### config.mk
export PLATFORM = sky130hd
export DESIGN_NAME = hd_trace_sampler
export DESIGN_NICKNAME = d
export VERILOG_FILES = /design/src/rtl/hd_trace_sampler.sv
export SDC_FILE = /design/constraint.sdc
export NUM_CORES = 1
export LEC_CHECK = 0
export ABC_AREA = 0
export CAP_MARGIN = 25
export CORE_ASPECT_RATIO = 0.8
export CORE_UTILIZATION = 65
export CTS_BUF_LIST = sky130_fd_sc_hd__clkbuf_2 sky130_fd_sc_hd__clkbuf_4 sky130_fd_sc_hd__clkbuf_8
export DETAILED_ROUTE_END_ITERATION = 16
export GPL_ROUTABILITY_DRIVEN = 0
export PLACE_DENSITY = 0.86
export SETUP_SLACK_MARGIN = 0.2
export SKIP_LAST_GASP = 1
export SLEW_MARGIN = 40
export SYNTH_ARGS = -nofsm -noshare
export SYNTH_HDL_FRONTEND = slang
export SYNTH_SLANG_ARGS = --single-unit
### constraint.sdc
create_clock -name clk -period 22.3 [get_ports clk]
set_clock_uncertainty 0.2 [all_clocks]
set_input_delay 2.23 -clock clk [delete_from_list [all_inputs] [get_ports clk]]
set_output_delay 2.23 -clock clk [all_outputs]
set_load 0.01 [all_outputs]
### src/rtl/hd_trace_sampler.sv
// hd_trace_sampler
//   Hamming-distance power-proxy sampler. Counts bit toggles on a bus of
//   monitored nets between consecutive rising edges, sums them over a window
//   of WIN cycles and queues each window sum in an output FIFO.
//
// Ports
//   clk        rising-edge clock
//   rst_n      asynchronous active-low reset
//   nets       monitored net values (WIDTH bits)
//   start      pulse: begin a trace (accepted only in IDLE with nsamp != 0)
//   nsamp      samples per trace, latched on an accepted start
//   out_valid  FIFO head valid
//   out_ready  consumer accepts the head
//   out_data   head sample (SW bits)
//   out_last   head is the final sample of the trace
//   busy       high from accepted start until the trace has fully drained
//   ovf        sticky: a sample was dropped because the FIFO was full
module hd_trace_sampler #(
  parameter int WIDTH = 128,
  parameter int WIN   = 4,
  parameter int DEPTH = 16,
  parameter int SW    = $clog2(WIDTH * WIN + 1)
) (
  input  logic             clk,
  input  logic             rst_n,
  input  logic [WIDTH-1:0] nets,
  input  logic             start,
  input  logic [15:0]      nsamp,
  output logic             out_valid,
  input  logic             out_ready,
  output logic [SW-1:0]    out_data,
  output logic             out_last,
  output logic             busy,
  output logic             ovf
);

  localparam int HW  = $clog2(WIDTH + 1);
  localparam int WCW = (WIN > 1) ? $clog2(WIN) : 1;
  localparam int AW  = $clog2(DEPTH);
  localparam int CW  = $clog2(DEPTH + 1);

  typedef enum logic [1:0] {IDLE, ARM, RUN, DRAIN} state_t;

  state_t             state_reg;
  logic [WIDTH-1:0]   prev_reg;
  logic [SW-1:0]      acc_reg;
  logic [WCW-1:0]     wcnt_reg;
  logic [15:0]        scnt_reg;
  logic [15:0]        nsamp_reg;
  logic               ovf_reg;
  logic [AW-1:0]      wr_ptr_reg;
  logic [AW-1:0]      rd_ptr_reg;
  logic [CW-1:0]      count_reg;

  // Each entry holds {last, sample}.
  logic [SW:0]        mem [DEPTH];

  logic [WIDTH-1:0]   toggle;
  logic [HW-1:0]      hd;
  logic [SW-1:0]      sum;
  logic               window_end;
  logic               is_last;
  logic               full;
  logic               pop;
  logic               push_ok;
  logic               drop;
  logic [SW:0]        head;

  for (genvar gi = 0; gi < WIDTH; gi++) begin : g_toggle
    assign toggle[gi] = nets[gi] ^ prev_reg[gi];
  end

  always_comb begin
    hd = '0;
    for (int i = 0; i < WIDTH; i++) begin
      hd = hd + HW'(toggle[i]);
    end
  end

  assign sum        = acc_reg + SW'(hd);
  assign window_end = (state_reg == RUN) && (wcnt_reg == WCW'(WIN - 1));
  assign is_last    = (scnt_reg == nsamp_reg - 16'd1);
  assign out_valid  = (count_reg != '0);
  assign full       = (count_reg == CW'(DEPTH));
  assign pop        = out_valid & out_ready;
  // A simultaneous pop frees the slot, so a push into a full FIFO still lands.
  assign push_ok    = window_end & (~full | pop);
  assign drop       = window_end & full & ~pop;

  assign head     = mem[rd_ptr_reg];
  // Mask the head while empty so the outputs read 0 after reset.
  assign out_data = out_valid ? head[SW-1:0] : '0;
  assign out_last = out_valid & head[SW];
  assign busy     = (state_reg != IDLE);
  assign ovf      = ovf_reg;

  always_ff @(posedge clk) begin
    if (push_ok) begin
      mem[wr_ptr_reg] <= {is_last, sum};
    end
  end

  always_ff @(posedge clk or negedge rst_n) begin
    if (!rst_n) begin
      state_reg  <= IDLE;
      prev_reg   <= '0;
      acc_reg    <= '0;
      wcnt_reg   <= '0;
      scnt_reg   <= '0;
      nsamp_reg  <= '0;
      ovf_reg    <= 1'b0;
      wr_ptr_reg <= '0;
      rd_ptr_reg <= '0;
      count_reg  <= '0;
    end else begin
      // FIFO bookkeeping
      if (push_ok) begin
        wr_ptr_reg <= wr_ptr_reg + AW'(1);
      end
      if (pop) begin
        rd_ptr_reg <= rd_ptr_reg + AW'(1);
      end
      case ({push_ok, pop})
        2'b10:   count_reg <= count_reg + CW'(1);
        2'b01:   count_reg <= count_reg - CW'(1);
        default: count_reg <= count_reg;
      endcase
      if (drop) begin
        ovf_reg <= 1'b1;
      end

      case (state_reg)
        IDLE: begin
          if (start && (nsamp != 16'd0)) begin
            nsamp_reg <= nsamp;
            ovf_reg   <= 1'b0;
            acc_reg   <= '0;
            wcnt_reg  <= '0;
            scnt_reg  <= '0;
            state_reg <= ARM;
          end
        end
        ARM: begin
          // Baseline capture only; no toggles are counted on this edge.
          prev_reg  <= nets;
          state_reg <= RUN;
        end
        RUN: begin
          prev_reg <= nets;
          if (window_end) begin
            acc_reg  <= '0;
            wcnt_reg <= '0;
            scnt_reg <= scnt_reg + 16'd1;
            // Dropped samples still count toward the trace length.
            if (is_last) begin
              state_reg <= DRAIN;
            end
          end else begin
            acc_reg  <= sum;
            wcnt_reg <= wcnt_reg + WCW'(1);
          end
        end
        DRAIN: begin
          // Leave as the last entry is popped, or at once if already empty.
          if ((count_reg == '0) || ((count_reg == CW'(1)) && pop)) begin
            state_reg <= IDLE;
          end
        end
        default: state_reg <= IDLE;
      endcase
    end
  end

endmodule

-- Word level (Yosys, flattened, before mapping)
Memory sizes are Yosys's and may differ from the RTL's.
Index checks and enable logic that the tools add are counted.
- equality and inequality tests: 13
- reductions and logical operators: 16
- add/subtract/negate cells: 135
- bitwise gates (word level): 136
- muxes and demuxes: 21
- operators by type and width (cell ; number):
    $add A8 B1 Y8 ; 120
    $xor A1 B1 Y1 ; 128
    $mux W16 ; 2
    $pmux W16 S2 ; 1
    $mux W10 ; 3
    $pmux W10 S2 ; 1
    $add A16 B1 Y16 const B ; 1
    $eq A16 B16 Y1 ; 1
    $reduce_bool A16 Y1 ; 1
    $sub A16 B1 Y16 const B ; 1
    $mux W2 ; 6
    $add A10 B8 Y10 ; 1
    $pmux W5 S2 ; 1
    $add A4 B1 Y4 const B ; 2
    $add A7 B1 Y8 ; 1
    $eq A2 B2 Y1 const B ; 4
    $ne A2 B2 Y1 const B ; 4
    $pmux W2 S4 ; 1
    $add A6 B1 Y7 ; 1
    $add A5 B1 Y6 ; 1
    $reduce_bool A2 Y1 ; 3
    $add A4 B1 Y5 ; 1
    $add A5 B1 Y5 const B ; 1
    $and A1 B1 Y1 ; 5
    other kinds (21) ; 30
- register bits: 188
- memories kept: 1
- input bits: 148
- RAM bits: 176
- output and inout port bits: 14
- memory list (memory ; words ; bits a word ; read ports ; clocked after memory_dff ; wr ports ; line ; source):
    mem ; 16 ; 11 ; 1 ; 0 ; 1 ; 56 ; logic [SW:0] mem [DEPTH];

-- Logic depth before layout (Yosys ltp)
- word-level depth: 131
- depth in mapped cells: 27
- mapped depth without buffers: 27

-- Worst setup path before layout
Ideal clock, no wire load.
- path type: input-to-reg
- start point: input port nets[108]
- end point: memory mem[0][8] in the netlist's numbering, data pin
- data arrival time: 9552 ps
- stages: 26
- setup slack: 12252 ps
- cells stage by stage: xnor2_1 -> fa_1 -> fa_1 -> inv_1 -> fa_1 -> inv_1 -> fa_1 -> inv_1 -> fa_1 -> inv_1 -> fa_1 -> fa_1 -> inv_1 -> fa_1 -> inv_1 -> fa_1 -> fa_1 -> fa_1 -> inv_1 -> fa_1 -> a21o_1 -> a21oi_1 -> nor2b_1 -> o21ai_0 -> a21oi_1 -> xor2_1
- cells in the longest elaborated chain, start to end: 22
- ends and longest elaborated chain (item ; line ; source):
    start: declaration ; 26 ; input logic [WIDTH-1:0] nets,
    $xor A1 B1 Y1 ; 70 ; assign toggle[gi] = nets[gi] ^ prev_reg[gi];
    $add A8 B1 Y8 (20 in a row) ; 76 ; hd = hd + HW'(toggle[i]);
    $add A10 B8 Y10 ; 80 ; assign sum = acc_reg + SW'(hd);
    net sum[8] ; 60 ; logic [SW-1:0] sum;
    end: declaration ; 56 ;
The timed path passes the listed nets, and every way through them passes these cells.

-- Final worst setup path
- start point: input port nets[110]
- end point: memory mem[14][9] in the netlist's numbering, data pin
- cells in the longest elaborated chain, start to end: 20
- ends and longest elaborated chain (item ; line):
    $xor A1 B1 Y1 ; 70
    $add A8 B1 Y8 (18 in a row) ; 76
    $add A10 B8 Y10 ; 80
    net sum[9] ; 60
The timed path passes the listed nets, and every way through them passes these cells.

==> results.yml <==
setup_path:
  path_common_cell: "fa_1"
  crit_path_top_delay_cell: "fa_1"
  cp_max_fo: 16
  required_ps: 22410
  reg2reg_to: "mem[14][9]"
  critPathMaxStageDelay_ps: 580
  reg2reg_depth: 25
  cp-end-kind: "register"
  critical_path_arrival_ps: 10940
  cp-start-kind: "input pin"
  path_class: "input pin to register"
  reg2reg_setup_slack_ps: 13130
  worstReg2RegStart: "prev_reg[110]"
global_routing:
  grt_pass1_vias: 12000
  antenna_found_initial: 0
  grt_overflow: 0
  track_usage_pct: 27.5
  grt_first_pass_wirelength_mm: 64.0
  grt_max_degree: 117
synth:
  async_flop_share_pct: 51.6
  synth_edf_count: 176
  yosysUniqueCellTypes: 54
  synth_ff_type: "dfrtp_1"
  synth_most_common_cell: "dfrtp_1"
  syn_area_sq_um: 19600
  synth_warnings: 0
  synth_top_area_share_pct: 27.0
  ys_seq_elements: 364
  syn_avg_cell_area_sq_um: 14.6
  synthTopCellsByArea: "edfxtp_1 (27%), dfrtp_1 (24%), fa_1 (12%), mux2_2 (8.1%), mux4_2 (6.3%)"
  synth_nets: 1668
  synth_cells: 1345
  synth_top_area_cell: "edfxtp_1"
  synth_common_cells: "dfrtp_1 (188), edfxtp_1 (176), mux2_2 (141), inv_1 (138), fa_1 (118)"
  synth_sequential_area_ratio_pct: 51.0
timing:
  min_period_ps: 10830
  relSlewSlack_pct: 42.6
  setup_violations: 0
  fin_tns_setup_ps: 0
  fin_ws_ps: 11470
  rsz0062_at_grt: "no"
  period_share_pct: 48.6
  maxSlewViolCount: 0
  tightest_slew_ps: 856
  final-hold-violation-count: 0
  max_freq_ghz: 0.0923
placed_design:
  dp_worst_setup_slack_ps: 10740
  io_buffers: 161
  hpwl_mm: 28.2
layout:
  layout.nets: 1854
  num_antenna_cells: 0
  area_growth_pct: 17.4
  drive_gt1_share_pct: 20.8
  largest_reg_flops: 176
  fin_util_pct: 78.0
  nFillCells: 1707
cts:
  cts.path.max_buffers: 3
  htreeDepth: 2
  cts_root_buf: "clkbuf_8"
  cts.repair.resized: 0
  clk_pin_slew_ps: 60
  cts_buffers: 56
  clock_latency_ps: 630
  cts_tree: "done"
  postCtsHoldBufs: 0
  postCtsSetupBuffers: 0
  cts.sinks: 364
worst_hold_path:
  hold_depth: 2
  hp-class: "register to register"
  min_from: "acc_reg[2]"
  hold_end: "acc_reg[2]"
routing:
  vias: 11400
  dr.first_iter.drc_count: 824
  via_per_inst: 5.72
  drtPass1Iterations: 5
  drt-total-wl_mm: 41.1
  drc: 0
  wire_per_inst_um: 20.7
  antenna_left: 0
status:
  outcome: "complete, no violations"
floorplanning:
  rows: 56
  die_y_um: 157
  die_x_um: 196
  dieArea_sq_um: 30900
  fp.coreArea_sq_um: 29500
  initial_utilization_pct: 66.4
  ioPinCount: 162
flow_run:
  maxCapViolCount: 0
==> cell type report <==
type	count	area, sq um	area share (%)
clock buffer	90	1140	4.95
clock inverter	16	155	0.674
inverter	138	518	2.25
multi-input combinational	805	9030	39.2
sequential	364	9990	43.4
tap	406	508	2.21
timing repair buffer	166	1680	7.28
==> cells in the final DEF (no fill, tap or decap), types with 4 or more instances in the layout <==
cell type / Yosys / layout
or4_1: 5 / 5
fa_1: 118 / 118
and2_1: 29 / 29
nand2_1: 40 / 40
edfxtp_1: 176 / 176
clkbuf_8: 0 / 74
ha_1: 57 / 56
mux4_2: 55 / 55
nor2b_1: 5 / 5
xnor2_1: 84 / 81
nand4_1: 13 / 13
o21ai_0: 20 / 20
nor2_1: 36 / 34
xor2_1: 91 / 88
a21oi_1: 14 / 13
nor4_1: 13 / 10
nor3_1: 9 / 9
mux2_2: 141 / 141
dfrtp_1: 188 / 186
nand2b_1: 6 / 6
clkbuf_4: 0 / 16
clkinv_2: 0 / 8
inv_1: 138 / 138
o31ai_1: 4 / 4
a22o_1: 5 / 5
and3_1: 7 / 7
nand3_1: 9 / 9
clkdlybuf4s50_1: 0 / 160
==> routing by layer <==
layer | vias to the layer above | wire (um) | track usage, %
met5 | - | 0 | 0
met4 | 0 | 933 | 7.51
met3 | 88 | 2930 | 5.57
met2 | 410 | 19800 | 44.5
met1 | 5780 | 17400 | 38.8
li1 | 5078 | - | -
==> cells by family after synthesis <==
family,synth area share (%)
buffers and inverters,3.43
AND/OR/NAND/NOR,5.27
XOR/XNOR,7.82
multiplexers,14.6
flip-flops,51.0
AO/OA/AOI/OAI,2.24
adder cells (fa/ha/maj),15.7
==> worst max-delay path: cells and delay by family <==
family | cells | cell delay (ps)
adder cells (fa/ha/maj) | 11 | 5660
buffers and inverters | 7 | 810
AO/OA/AOI/OAI | 5 | 1200
AND/OR/NAND/NOR | 1 | 160
XOR/XNOR | 2 | 850
==> stage by stage <==
step | hold WS (ps) | instance area [sq um] | std cells
2_1_floorplan | 256 | 19600 | 1345
3_3_place_gp | 275 | 21600 | 1879
3_5_place_dp | 282 | 21700 | 1879
4_1_cts | 295 | 23000 | 1985
5_1_grt | 319 | 23000 | 1985
6_report | 295 | 23000 | 1985
==> worst max-delay path by stage <==
stage,from,endpoint,slack [ps],depth (start not counted)
6_report,nets[110],mem[14][9],11470,26
5_1_grt,nets[110],acc_reg[8],11210,28
4_1_cts,nets[110],mem[11][9],11250,26
3_5_place_dp,nets[110],mem[10][9],10740,26
3_3_place_gp,nets[110],mem[10][9],11160,26
2_1_floorplan,nets[108],mem[0][8],12250,26
Power is left out: the tool's default activity adds up to more than one toggle a clock period on the data nets, which glitch-free logic cannot reach.
